<file path="config.mk">
export PLATFORM = sky130hd
export DESIGN_NAME = jesd204_sysref_align
export DESIGN_NICKNAME = d
export VERILOG_FILES = /design/src/rtl/jesd204_pkg.sv /design/src/rtl/sysref_edge_det.sv /design/src/rtl/jesd204_sysref_align.sv
export SDC_FILE = /design/constraint.sdc
export NUM_CORES = 1
export LEC_CHECK = 0
export CORE_UTILIZATION = 47
export CTS_CLUSTER_SIZE = 10
export DETAILED_ROUTE_END_ITERATION = 10
export PLACE_DENSITY = 0.72
export SYNTH_ARGS = -nofsm -noshare
export SYNTH_HDL_FRONTEND = slang
export SYNTH_HIERARCHICAL = 1
export SYNTH_SLANG_ARGS = --single-unit
</file>
<file path="constraint.sdc">
create_clock -name coreclk -period 1.8 [get_ports coreclk]
set_input_delay 0.36 -clock coreclk [delete_from_list [all_inputs] [get_ports coreclk]]
set_output_delay 0.36 -clock coreclk [all_outputs]
set_load 0.1 [all_outputs]
</file>
<file path="src/rtl/jesd204_pkg.sv">
// jesd204_pkg
//   Shared types and constants for the JESD204 subclass-1 SYSREF alignment
//   block: the alignment FSM state encoding and the width of the SYSREF edge
//   counter exposed to the register map.
package jesd204_pkg;

  typedef enum logic [1:0] {
    IDLE    = 2'd0,
    ARMED   = 2'd1,
    ALIGNED = 2'd2,
    LOCKED  = 2'd3
  } state_t;

  localparam int SYSREF_CNT_W = 16;

endpackage

</file>
<file path="src/rtl/sysref_edge_det.sv">
// sysref_edge_det
//   Brings one raw SYSREF input into the coreclk domain through a flop
//   synchroniser and turns its rising edge into a single-cycle pulse. The
//   pulse appears SYNC_STAGES+1 cycles after the input transition and is
//   suppressed while en is low. A level held high yields exactly one pulse.
// Ports
//   coreclk     in   sole clock
//   rst         in   asynchronous reset, active-high
//   din         in   raw SYSREF level
//   en          in   channel enable, gates the pulse
//   edge_pulse  out  registered rising-edge pulse
module sysref_edge_det #(
  parameter int SYNC_STAGES = 2
) (
  input  logic coreclk,
  input  logic rst,
  input  logic din,
  input  logic en,
  output logic edge_pulse
);

  logic [SYNC_STAGES-1:0] sync;
  logic                   prev;

  always_ff @(posedge coreclk or posedge rst) begin
    if (rst) begin
      sync       <= '0;
      prev       <= 1'b0;
      edge_pulse <= 1'b0;
    end else begin
      sync       <= {sync[SYNC_STAGES-2:0], din};
      prev       <= sync[SYNC_STAGES-1];
      edge_pulse <= sync[SYNC_STAGES-1] & ~prev & en;
    end
  end

endmodule

</file>
<file path="src/rtl/jesd204_sysref_align.sv">
// jesd204_sysref_align
//   SYSREF capture and LMFC alignment for multi-device JESD204 subclass-1
//   links. Channel 0 is the master: its SYSREF edge aligns a free-running
//   LMFC counter, repeated on-phase edges build up lock, and off-phase edges
//   raise a sticky phase error (and realign in continuous mode). Every other
//   channel is checked for skew against the same counter without influencing
//   lock.
// Ports
//   coreclk      in   sole clock
//   rst          in   asynchronous reset, active-high
//   sysref_in    in   [NCH]    raw buffered SYSREF per device
//   ch_en        in   [NCH]    per-channel enable
//   lmfc_period  in   [CNT_W]  LMFC length in coreclk cycles (>=2)
//   arm          in   1-cycle pulse, (re)starts alignment
//   continuous   in   1 = realign on any master mismatch, 0 = one-shot
//   lmfc_cnt     out  [CNT_W]  LMFC phase
//   lmfc_tick    out  LMFC boundary while ALIGNED or LOCKED
//   locked       out  alignment locked
//   phase_err    out  sticky master off-phase flag
//   skew_err     out  [NCH]    sticky per-channel skew flags, bit 0 always 0
//   sysref_cnt   out  [16]     saturating master edge count since arm
module jesd204_sysref_align
  import jesd204_pkg::*;
#(
  parameter int NCH         = 2,
  parameter int CNT_W       = 10,
  parameter int SYNC_STAGES = 2,
  parameter int LOCK_EDGES  = 4
) (
  input  logic                    coreclk,
  input  logic                    rst,
  input  logic [NCH-1:0]          sysref_in,
  input  logic [NCH-1:0]          ch_en,
  input  logic [CNT_W-1:0]        lmfc_period,
  input  logic                    arm,
  input  logic                    continuous,
  output logic [CNT_W-1:0]        lmfc_cnt,
  output logic                    lmfc_tick,
  output logic                    locked,
  output logic                    phase_err,
  output logic [NCH-1:0]          skew_err,
  output logic [SYSREF_CNT_W-1:0] sysref_cnt
);

  localparam int                GW        = $clog2(LOCK_EDGES + 1);
  localparam logic [CNT_W-1:0]  CNT_ONE   = 1;
  localparam logic [GW-1:0]     GOOD_ONE  = 1;
  localparam logic [GW-1:0]     GOOD_LAST = GW'(LOCK_EDGES - 1);

  logic [NCH-1:0]   edges;
  logic [CNT_W-1:0] cnt_last;
  logic             at_last;
  logic             realign;
  state_t           state;
  logic [GW-1:0]    good_cnt;

  function automatic logic [SYSREF_CNT_W-1:0] sat_inc(input logic [SYSREF_CNT_W-1:0] v);
    return (v == '1) ? v : v + SYSREF_CNT_W'(1);
  endfunction

  for (genvar i = 0; i < NCH; i++) begin : g_det
    sysref_edge_det #(
      .SYNC_STAGES(SYNC_STAGES)
    ) u_det (
      .coreclk   (coreclk),
      .rst       (rst),
      .din       (sysref_in[i]),
      .en        (ch_en[i]),
      .edge_pulse(edges[i])
    );
  end

  // An aligned edge lands on the last count so it coincides with the wrap.
  assign cnt_last  = lmfc_period - CNT_ONE;
  assign at_last   = (lmfc_cnt == cnt_last);
  assign lmfc_tick = (lmfc_cnt == '0) && ((state == ALIGNED) || (state == LOCKED));

  // Master edge that restarts the LMFC; an arm in the same cycle discards it.
  always_comb begin
    realign = 1'b0;
    if (!arm && edges[0]) begin
      case (state)
        ARMED:   realign = 1'b1;
        ALIGNED: realign = !at_last;
        LOCKED:  realign = !at_last && continuous;
        default: realign = 1'b0;
      endcase
    end
  end

  // Free-running LMFC counter; >= keeps it bounded across a live period change.
  always_ff @(posedge coreclk or posedge rst) begin
    if (rst) begin
      lmfc_cnt <= '0;
    end else if (realign || (lmfc_cnt >= cnt_last)) begin
      lmfc_cnt <= '0;
    end else begin
      lmfc_cnt <= lmfc_cnt + CNT_ONE;
    end
  end

  always_ff @(posedge coreclk or posedge rst) begin
    if (rst) begin
      state      <= IDLE;
      good_cnt   <= '0;
      locked     <= 1'b0;
      phase_err  <= 1'b0;
      skew_err   <= '0;
      sysref_cnt <= '0;
    end else if (arm) begin
      state      <= ARMED;
      good_cnt   <= '0;
      locked     <= 1'b0;
      phase_err  <= 1'b0;
      skew_err   <= '0;
      sysref_cnt <= '0;
    end else begin
      if (edges[0] && (state != IDLE)) begin
        sysref_cnt <= sat_inc(sysref_cnt);
      end

      case (state)
        ARMED: begin
          if (edges[0]) begin
            state    <= ALIGNED;
            good_cnt <= '0;
          end
        end
        ALIGNED: begin
          if (edges[0]) begin
            if (at_last) begin
              good_cnt <= good_cnt + GOOD_ONE;
              if (good_cnt == GOOD_LAST) begin
                state  <= LOCKED;
                locked <= 1'b1;
              end
            end else begin
              phase_err <= 1'b1;
              good_cnt  <= '0;
            end
          end
        end
        LOCKED: begin
          if (edges[0] && !at_last) begin
            phase_err <= 1'b1;
            if (continuous) begin
              state    <= ALIGNED;
              locked   <= 1'b0;
              good_cnt <= '0;
            end
          end
        end
        default: ;
      endcase

      // Slaves are judged against the counter value before any realign.
      if ((state == ALIGNED) || (state == LOCKED)) begin
        for (int i = 1; i < NCH; i++) begin
          if (edges[i] && !at_last) begin
            skew_err[i] <= 1'b1;
          end
        end
      end
    end
  end

endmodule

</file>
# --- After elaboration in Yosys (flattened, before gate mapping) ---
# Cells that the tools add are included.
word_totals:
  reg_bits: 42
  latchBits: 0
  ramBits: 0
  romBits: 0
  n_memories: 0
classes:
  n_addsub: 4
  multipliers: 0
  div: 0
  n_lt_le_gt_ge: 1
  n_eq_ne: 14
  shift: 0
  muxes: 36
  bitwise: 6
  reduce_logical: 23
op_table:
  columns: ["cell", "count"]
  rows:
  - ["$mux 16", 3]
  - ["$mux 3", 6]
  - ["$add 16x1->16 const B", 1]
  - ["$eq 16x16->1 const B", 1]
  - ["$mux 1", 14]
  - ["$mux 2", 7]
  - ["$ne 3x2->1 const B", 4]
  - ["$add 10x1->10 const B", 1]
  - ["$eq 10x10->1", 1]
  - ["$ge 10x10->1", 1]
  - ["$logic_not 10->1", 1]
  - ["$mux 10", 1]
  - ["$sub 10x1->10 const B", 1]
  - ["$ne 3x3->1 const B", 3]
  - ["$pmux 3 s3", 1]
  - ["$reduce_bool 2->1", 4]
  - ["$reduce_and 7->1", 1]
  - ["$logic_and 1x1->1", 6]
  - ["$pmux 2 s3", 1]
  - ["$reduce_and 6->1", 1]
  - ["$reduce_and 5->1", 1]
  - ["$and 1x1->1", 4]
  - ["$eq 2x2->1 const B", 2]
  - ["$pmux 1 s2", 2]
  - ["other kinds (12)", 16]

# --- Logic depth before layout (Yosys ltp) ---
# Gate-level depths: netlist of run 1.
logic_depth:
  word_depth: 8
  mapped_depth: 10
  ltp_nobuf: 10

# --- Hierarchy ---
# Netlist of run 1, hierarchy kept.
by_module_without_submodules:
  columns: ["module", "n_inst", "cells_each", "area_each_um2"]
  rows:
  - ["jesd204_sysref_align", 1, 252, 2349.8]
  - ["sysref_edge_det", 2, 6, 112.6]

# --- Worst setup path before layout of run 1 ---
# OpenSTA, ideal clock, no wires.
synth_path:
  path_type: "reg2reg"
  start: "register lmfc_cnt[0]"
  end: "register lmfc_cnt[0]"
  setup_ns: 0.176
  arrival_time_ns: 2.271
  required_ns: 1.624
  path_slack_ns: -0.647
  path_stages_with_launch: 7
  synth_period_minus_slack_ns: 2.447
  cell_sequence: "dfrtp_1 inv_1 ha_1 nand2b_1 a211oi_1 o31ai_2 a211oi_1"
synth_via:
  elab_chain_cells: 7
synth_rtl:
  columns: ["element", "line", "source"]
  rows:
  - ["start: declaration", "jesd204_sysref_align.sv:37", "output logic [CNT_W-1:0] lmfc_cnt,"]
  - ["start signal: assignment", "jesd204_sysref_align.sv:98", "lmfc_cnt <= lmfc_cnt + CNT_ONE;"]
  - ["$eq 10x10->1", "jesd204_sysref_align.sv:75", "assign at_last = (lmfc_cnt == cnt_last);"]
  - ["$logic_not 1->1", "jesd204_sysref_align.sv:84, jesd204_sysref_align.sv:85", null]
  - ["$logic_and 1x1->1", "jesd204_sysref_align.sv:85", "LOCKED: realign = !at_last && continuous;"]
  - ["$pmux 1 s3", "jesd204_sysref_align.sv:82", "case (state)"]
  - ["$mux 1", "jesd204_sysref_align.sv:81", "if (!arm && edges[0]) begin"]
  - ["$logic_or 1x1->1", "jesd204_sysref_align.sv:95", "end else if (realign || (lmfc_cnt >= cnt_last)) begin"]
  - ["$mux 10 (*)", "jesd204_sysref_align.sv:95", null]
# Mark *: on every way between the ends. The rest lies on a longest branch, timed or not.
# A chain may end at the register's enable or synchronous reset.

# --- Worst setup path in the final report of run 1 ---
layout_path:
  start: "input port lmfc_period[3]"
  end: "register good_cnt[0]"
layout_via:
  elab_chain_cells: 6
layout_rtl:
  columns: ["element", "line", "source"]
  rows:
  - ["start: declaration", "jesd204_sysref_align.sv:34", "input logic [CNT_W-1:0] lmfc_period,"]
  - ["$sub 10x1->10 (*)", "jesd204_sysref_align.sv:74", "assign cnt_last = lmfc_period - CNT_ONE;"]
  - ["$eq 10x10->1 (*)", "jesd204_sysref_align.sv:75", null]
  - ["$mux 3 or $logic_not 1->1 (tied branches)", "jesd204_sysref_align.sv:131, jesd204_sysref_align.sv:144", null]
  - ["$mux 3 or $logic_and 1x1->1 (tied branches)", "jesd204_sysref_align.sv:130, jesd204_sysref_align.sv:144", null]
  - ["$pmux 3 s3 or $ne 3x2->1 (tied branches)", null, null]
  - ["$mux 3 or $reduce_and 5->1 (tied branches)", null, null]
  - ["end signal: assignment", "jesd204_sysref_align.sv:132", "good_cnt <= good_cnt + GOOD_ONE;"]
  - ["end: declaration", "jesd204_sysref_align.sv:55", "logic [GW-1:0] good_cnt;"]
# Mark *: on every way between the ends. The rest lies on a longest branch, timed or not. The select of a mux whose other input is x is not followed.

==> results_dict.tcl, run 1 <==
set metrics [dict create \
    p_int_mw 2.334 \
    fin_tns_setup_ns -7.230 \
    met3_usage_pct 6.108 \
    cts_buffers 5 \
    outcome "finished, violations left" \
    gp_congestion 0.8558 \
    stdcell_area_um2 4542 \
    critPathMaxStageDelay_ns 0.34 \
    syn-num-nets 298 \
    p_switching_mw 1.801 \
    timing.final.max_slew_violations 0 \
    seq_power_share_pct 26.7 \
    track_usage_pct 28.60 \
    tritoncts "done" \
    dieArea_um2 5778 \
    synthCells 264 \
    hold_viol_final 0 \
    ant_nets 0 \
    cp_data_required_time_ns 2.03 \
    grt_pass1_vias 2678 \
    fin_ws_ns -0.4807 \
    row_count 26 \
    synth_top_family_by_area "simple AND/OR/NAND/NOR gates" \
    drc 0 \
    die_y_um 76.02 \
    final_util_pct 87.26 \
    synth_warnings 6 \
    worst_setup_path_start_kind "primary input" \
    path_clk_slew_ns 0.09 \
    crit_fanout 3 \
    htree_levels 2 \
    io-pin-count 49 \
    r2r-end "good_cnt[0]" \
    synth_edf_count 0 \
    avgSynthCellArea_um2 9.754 \
    cp.depth 11 \
    path_delay_family "simple AND/OR/NAND/NOR gates" \
    synthSimpleGateAreaFrac_pct 21.33 \
    rr_worst_depth 6 \
    synth-seq-cells 42 \
    path_cells "buf_8, nor3_4, nand2_2, nor4_4, xnor2_1, ha_1, nand4_1, buf_4, nor4_4, o211ai_1, mux2i_1" \
    hpwl_um 5263 \
    power_leakage_nw 1.877 \
    switching_share_pct 43.56 \
    combPwrFrac_pct 57.5 \
    ctsHoldBuffers 0 \
    synth_area_um2 2575 \
    portBuffers 47 \
    fin_crit_sh_pct 126.7 \
    use_met2_pct 53.27 \
    die_w_um 76.02 \
    violations "negative setup slack" \
    tightest_slew_ns 0.6324 \
    rsz0062_at_grt "true" \
    reg2reg_from "lmfc_cnt[7]" \
    cts_root_buf "clkbuf_8" \
    syn_to_final_growth_pct 76.38 \
    async_reset_ff_share_pct 100.0 \
    ys_types 52 \
    timing.critical_path.buf_inv 2 \
    endpoint_kind "register" \
    top_usage_layer "met2" \
    wl_um 9007 \
    clock-skew-final_ns 0.006247 \
    p_clk_share_pct 15.8 \
    antenna_found_initial 0 \
    power_density_nw_per_um2 910.4 \
    slowest_stage "ha_1" \
    max_cap_violations 0 \
    use_met1_pct 31.51 \
    total_power_mw 4.135 \
    cts.sinks 42 \
    grt_pass1_wl_um 13010 \
    drt-pass1-iter-count 4 \
    clock_latency_ns 0.31 \
    fmax_ghz 0.4385 \
    critPathKind "primary input to register" \
    synth_compound_area_share_pct 14.48 \
    wl_per_cell_um 20.06 \
    slew_headroom_pct 57.64 \
    period_needed_ns 2.281 \
    core_area_um2 5205 \
    placedInstanceArea_um2 3980 \
    startpoint "lmfc_period[3]" \
    initial_utilization_pct 49.47 \
    ys.flop_type "dfrtp_1" \
    crit_top_cell "nor4_4" \
    worstPathArrival_ns 2.51 \
    gr-total-overflow 0 \
    routed_via_density 5.880 \
    drtIter0Drc 116 \
    muxShareOfSynthArea_pct 4.810 \
    layout-drive-gt1-share_pct 55.15 \
    via_count 2640 \
    diodes 0 \
    nNetsFinal 412 \
    hp-class "primary input to asynchronous set/reset pin" \
    max-vdd-ir-drop_v 0.002101 \
    synth-xor-area-share_pct 5.442 \
    setup_viol 18 \
    grt_max_degree 35 \
    ff2ff_setup_slack_ns -0.14 \
    synthAdderAreaFrac_pct 7.775 \
    cts_buffer_depth 2 \
    yosysSeqAreaShare_pct 40.82 \
]
==> final cells by class <==
cell class / instances / area, um2
timing repair buffer: 116 / 1341
fill: 236 / 663.1
sequential: 42 / 1114
inverter: 19 / 71.32
tap: 70 / 87.58
multi-input combinational: 194 / 1834
clock inverter: 3 / 25.02
clock buffer: 5 / 68.82
==> metrics by stage <==
stage	hold WS, ns	setup WS, ns	std cells
final	0.2758	-0.4807	449
after global routing	0.2984	-0.5449	449
after CTS	0.2762	-0.3235	440
after detailed placement	0.3523	-0.8840	416
after global placement	0.3334	-0.8347	416
after floorplan	0.1261	-0.2153	264
==> cells in the final DEF (no fill, tap or decap), types with 3 or more instances in the layout <==
cell | Yosys | final
nand4_1 | 4 | 4
clkbuf_8 | 0 | 5
xor2_1 | 5 | 4
nand2_1 | 13 | 11
ha_4 | 0 | 4
clkdlybuf4s50_1 | 0 | 8
nor2_1 | 16 | 15
nor3_4 | 0 | 3
a211oi_2 | 0 | 10
nand2b_1 | 3 | 3
mux2_4 | 1 | 7
o31ai_1 | 7 | 7
nor2b_1 | 8 | 8
or4_1 | 4 | 3
buf_12 | 0 | 32
inv_1 | 19 | 15
nor3_1 | 8 | 5
dfrtp_4 | 0 | 12
buf_2 | 2 | 3
dfrtp_1 | 42 | 16
clkbuf_2 | 0 | 3
buf_4 | 2 | 58
nor4_4 | 1 | 4
dfrtp_2 | 0 | 14
buf_6 | 2 | 8
a21oi_4 | 0 | 6
and3b_1 | 3 | 3
a21oi_1 | 18 | 10
inv_2 | 0 | 4
mux2i_1 | 3 | 3
nand3_1 | 12 | 10
a21oi_2 | 1 | 3
ha_1 | 16 | 12
xnor2_1 | 11 | 11
==> state kept, by name, indices dropped and copies added, names as in the netlist <==
name	flops
g_det.u_det/sync	4
lmfc_cnt	10
g_det.u_det/edge_pulse	2
g_det.u_det/prev	2
locked	1
phase_err	1
good_cnt	3
skew_err	1
sysref_cnt	16
state	2
==> metal layers <==
metal  wire length, um  part of all wire [%]
met1              3406                    38
met3               385                   4.3
met4               323                   3.6
met2              4892                    54
met5                 0                     0
==> power groups by stage <==
stage	clock, mW	combinational [mW]	sequential [mW]
2_1_floorplan	0	0.577	1.68
3_3_place_gp	0	1.80	1.11
3_5_place_dp	0	1.83	1.12
4_1_cts	0.662	2.08	1.10
5_1_grt	0.708	2.46	1.11
6_report	0.654	2.38	1.11
==> synth_stat cells (3+ instances only) <==
cell type / instances / area (um2)
a211oi_1: 12 / 90.09
a21oi_1: 18 / 90.09
a31oi_1: 3 / 18.77
and3b_1: 3 / 26.28
and4_1: 3 / 26.28
clkbuf_1: 3 / 11.26
dfrtp_1: 42 / 1051
ha_1: 16 / 200.2
inv_1: 19 / 71.32
mux2_1: 4 / 45.04
mux2_2: 3 / 33.78
mux2i_1: 3 / 30.03
nand2_1: 13 / 48.80
nand2b_1: 3 / 18.77
nand3_1: 12 / 60.06
nand4_1: 4 / 25.02
nor2_1: 16 / 60.06
nor2b_1: 8 / 50.05
nor3_1: 8 / 40.04
nor4_1: 5 / 31.28
o31ai_1: 7 / 52.55
or3_1: 3 / 18.77
or4_1: 4 / 30.03
xnor2_1: 11 / 96.34
xor2_1: 5 / 43.79
==> logic make-up (layout without fill, tap and decap cells) <==
| family | after synthesis | in the layout |
|---|---|---|
| compound gates | 56 | 57 |
| xor+xnor | 16 | 16 |
| other cells | 1 | 1 |
| simple gates | 93 | 93 |
| buf+inv | 29 | 143 |
| flops | 42 | 42 |
| fa+ha+maj | 16 | 16 |
| mux | 11 | 11 |
==> timing repair <==
action / in CTS / in global routing
gates resized for setup: 52 / 37
buffers inserted: 15 / 8
endpoints found under the setup margin: 24 / 28
pin swaps: 31 / 23
cloned: 1 / 1
==> how the worst max path moves through the flow <==
| stage | to | slack (ns) |
|---|---|---|
| 2_1_floorplan | phase_err | -0.22 |
| 3_3_place_gp | phase_err | -0.83 |
| 3_5_place_dp | good_cnt[0] | -0.88 |
| 4_1_cts | good_cnt[0] | -0.32 |
| 5_1_grt | good_cnt[0] | -0.54 |
| 6_report | good_cnt[0] | -0.48 |
(Power assumes the default switching activity.)
==> inputs of run 2 (changes only) <==
- CORE_ASPECT_RATIO: not set -> 1.2
- REMOVE_ABC_BUFFERS: not set -> 1
- SKIP_LAST_GASP: not set -> 1
==> run 2 against run 1 <==
  * The run still ends with negative setup slack left
  * Sequential share of layout area shrank 0.34 points
  * First-iteration DRC count increased by 110%
  * Flip-flop and latch count unchanged
  * Clock skew up 0.011 ns
  * Cell area down 4.2%
  * Critical path depth is 1 lower
  * Global-route usage down 4.5 points
  * Hold slack improved by 0.017 ns
  * Setup slack got worse by 0.036 ns
  * Via count increased by 0.27%
  * Count of clock-buffer cells in the layout rose by 1
  * Critical endpoint is now locked
  * Highest routed layer unchanged
==> results_dict.tcl, run 2 (synthesis gave the netlist of run 1 again) <==
set metrics [dict create \
    n_fill_cell 270 \
    diodes 0 \
    timing.final.max_slew_violations 0 \
    regMostFlops "sysref_cnt" \
    max_cap_violations 0 \
    clock-skew-final_ns 0.01743 \
    hold_viol_final 0 \
    fmax_ghz 0.4317 \
    outcome "finished, violations left" \
    htree_levels 2 \
    wl_per_cell_um 18.59 \
    violations "negative setup slack" \
    drc 0 \
    rr_worst_depth 7 \
    p_int_mw 2.245 \
    endpoint_kind "register" \
    setup_viol 23 \
    rsz0062_at_grt "true" \
    die_w_um 69.57 \
    drtIter0Drc 238 \
    reg.largest.list "sysref_cnt x16, lmfc_cnt x10, g_det.u_det/sync x4" \
    period_needed_ns 2.316 \
    die_y_um 83.08 \
    cts_buffers 5 \
    row_count 29 \
    track_usage_pct 24.13 \
    dieArea_um2 5780 \
    hpwl_um 4915 \
    max-vdd-ir-drop_v 0.001676 \
    clock_latency_ns 0.31 \
    gr-total-overflow 0 \
    switching_share_pct 42.40 \
    tritoncts "done" \
    critPathKind "primary input to register" \
    cp_data_required_time_ns 1.97 \
    grt_max_degree 35 \
    layout-drive-gt1-share_pct 47.27 \
    portBuffers 47 \
    routed.top_layer "met4" \
    mostFrequentLayoutCell "buf_4" \
    wl_met3_um 360 \
    final_util_pct 82.14 \
    fin_ws_ns -0.5164 \
    worst_setup_path_start_kind "primary input" \
    grt_pass1_wl_um 11330 \
    final_cell_mix "buf_4, dfrtp_1, buf_12" \
    power_leakage_nw 1.933 \
    core_area_um2 5298 \
    crit_fanout 3 \
    placedCellCount 423 \
    largest_reg_flops 16 \
    io-pin-count 49 \
    via_count 2647 \
    total_power_mw 3.897 \
    grt_pass1_vias 2526 \
    drt-pass1-iter-count 4 \
    worstPathArrival_ns 2.49 \
    instances_no_fill 447 \
    p_switching_mw 1.652 \
    gp_congestion 0.8226 \
    holdWs_ns 0.2926 \
    initial_utilization_pct 48.61 \
    cts_root_buf "clkbuf_8" \
    power_density_nw_per_um2 895.5 \
    ant_nets 0 \
    hp-class "primary input to asynchronous set/reset pin" \
    syn_to_final_growth_pct 69.00 \
    cts_buffer_depth 2 \
    routed_via_density 5.922 \
    wl_um 8311 \
    routed-wl-met2_um 4430 \
    combPwrFrac_pct 52.7 \
    fin_crit_sh_pct 128.7 \
    ctsHoldBuffers 0 \
    antenna_found_initial 0 \
    seq_power_share_pct 27.8 \
    nNetsFinal 418 \
    cts.sinks 42 \
    drt-met1-wl_um 3276 \
    path_clk_slew_ns 0.07 \
    p_clk_share_pct 19.5 \
]
==> run 2: final timing paths <==
check,slack (ns),end,startpoint
setup reg to reg,-0.11,lmfc_cnt[9],lmfc_cnt[0]
min in group coreclk,0.36,g_det[1].u_det/sync[1],g_det[1].u_det/sync[0]
setup / recovery,-0.52,locked,lmfc_period[6]
hold / removal,0.29,g_det[0].u_det/sync[0],rst
hold reg to reg,0.36,g_det[1].u_det/sync[1],g_det[1].u_det/sync[0]
max in group asynchronous,0.93,state[1],rst
==> run 2: per-stage QoR <==
stage	cell area, um2	TNS (ns)	setup slack [ns]
CTS	4006	-4.989	-0.3852
global route	4352	-7.951	-0.5473
detailed placement	3811	-17.63	-1.117
finish	4352	-6.169	-0.5164
floorplan	2512	-19.64	-0.7223
global placement	3811	-15.73	-0.9707
==> run 2: area by class of cell <==
cell class              instances  area (um2)  area share, %
multi-input cells             193        1674          38.47
repair buffers                123        1364          31.34
flip-flops and latches         42        1052          24.18
well taps                      62       77.57          1.783
inverters                      19       73.82          1.696
clock buffers                   6       72.57          1.668
clock inverters                 2       37.54         0.8626
==> run 2: power by group through the flow <==
stage,clock network [mW],registers (mW),logic (mW)
after CTS,0.756,1.08,1.73
final,0.762,1.08,2.05
after global routing,0.809,1.09,2.15
after floorplan,0,1.66,0.420
after global placement,0,1.09,1.67
after detailed placement,0,1.09,1.69
==> run 2: routing by layer <==
metal / up-vias / track usage (%)
met4: 0 / 7.421
met5: - / 0
li1: 1196 / -
met3: 32 / 3.641
met2: 115 / 43.95
met1: 1304 / 28.93
==> run 2: what timing repair did <==
item | 4_1_cts | 5_1_grt
endpoints found under the setup margin | 21 | 31
resized for setup | 44 | 74
pin swaps | 18 | 37
gates cloned | 0 | 3
setup buffers | 4 | 10
==> run 2: critical path, cell delays in order <==
cell	delay (ns)
buf_2	0.14
nor4_2	0.34
nand3_1	0.19
xor2_2	0.22
ha_1	0.31
nand4_1	0.21
buf_4	0.22
nor3_4	0.19
mux2i_1	0.23
o31ai_1	0.09
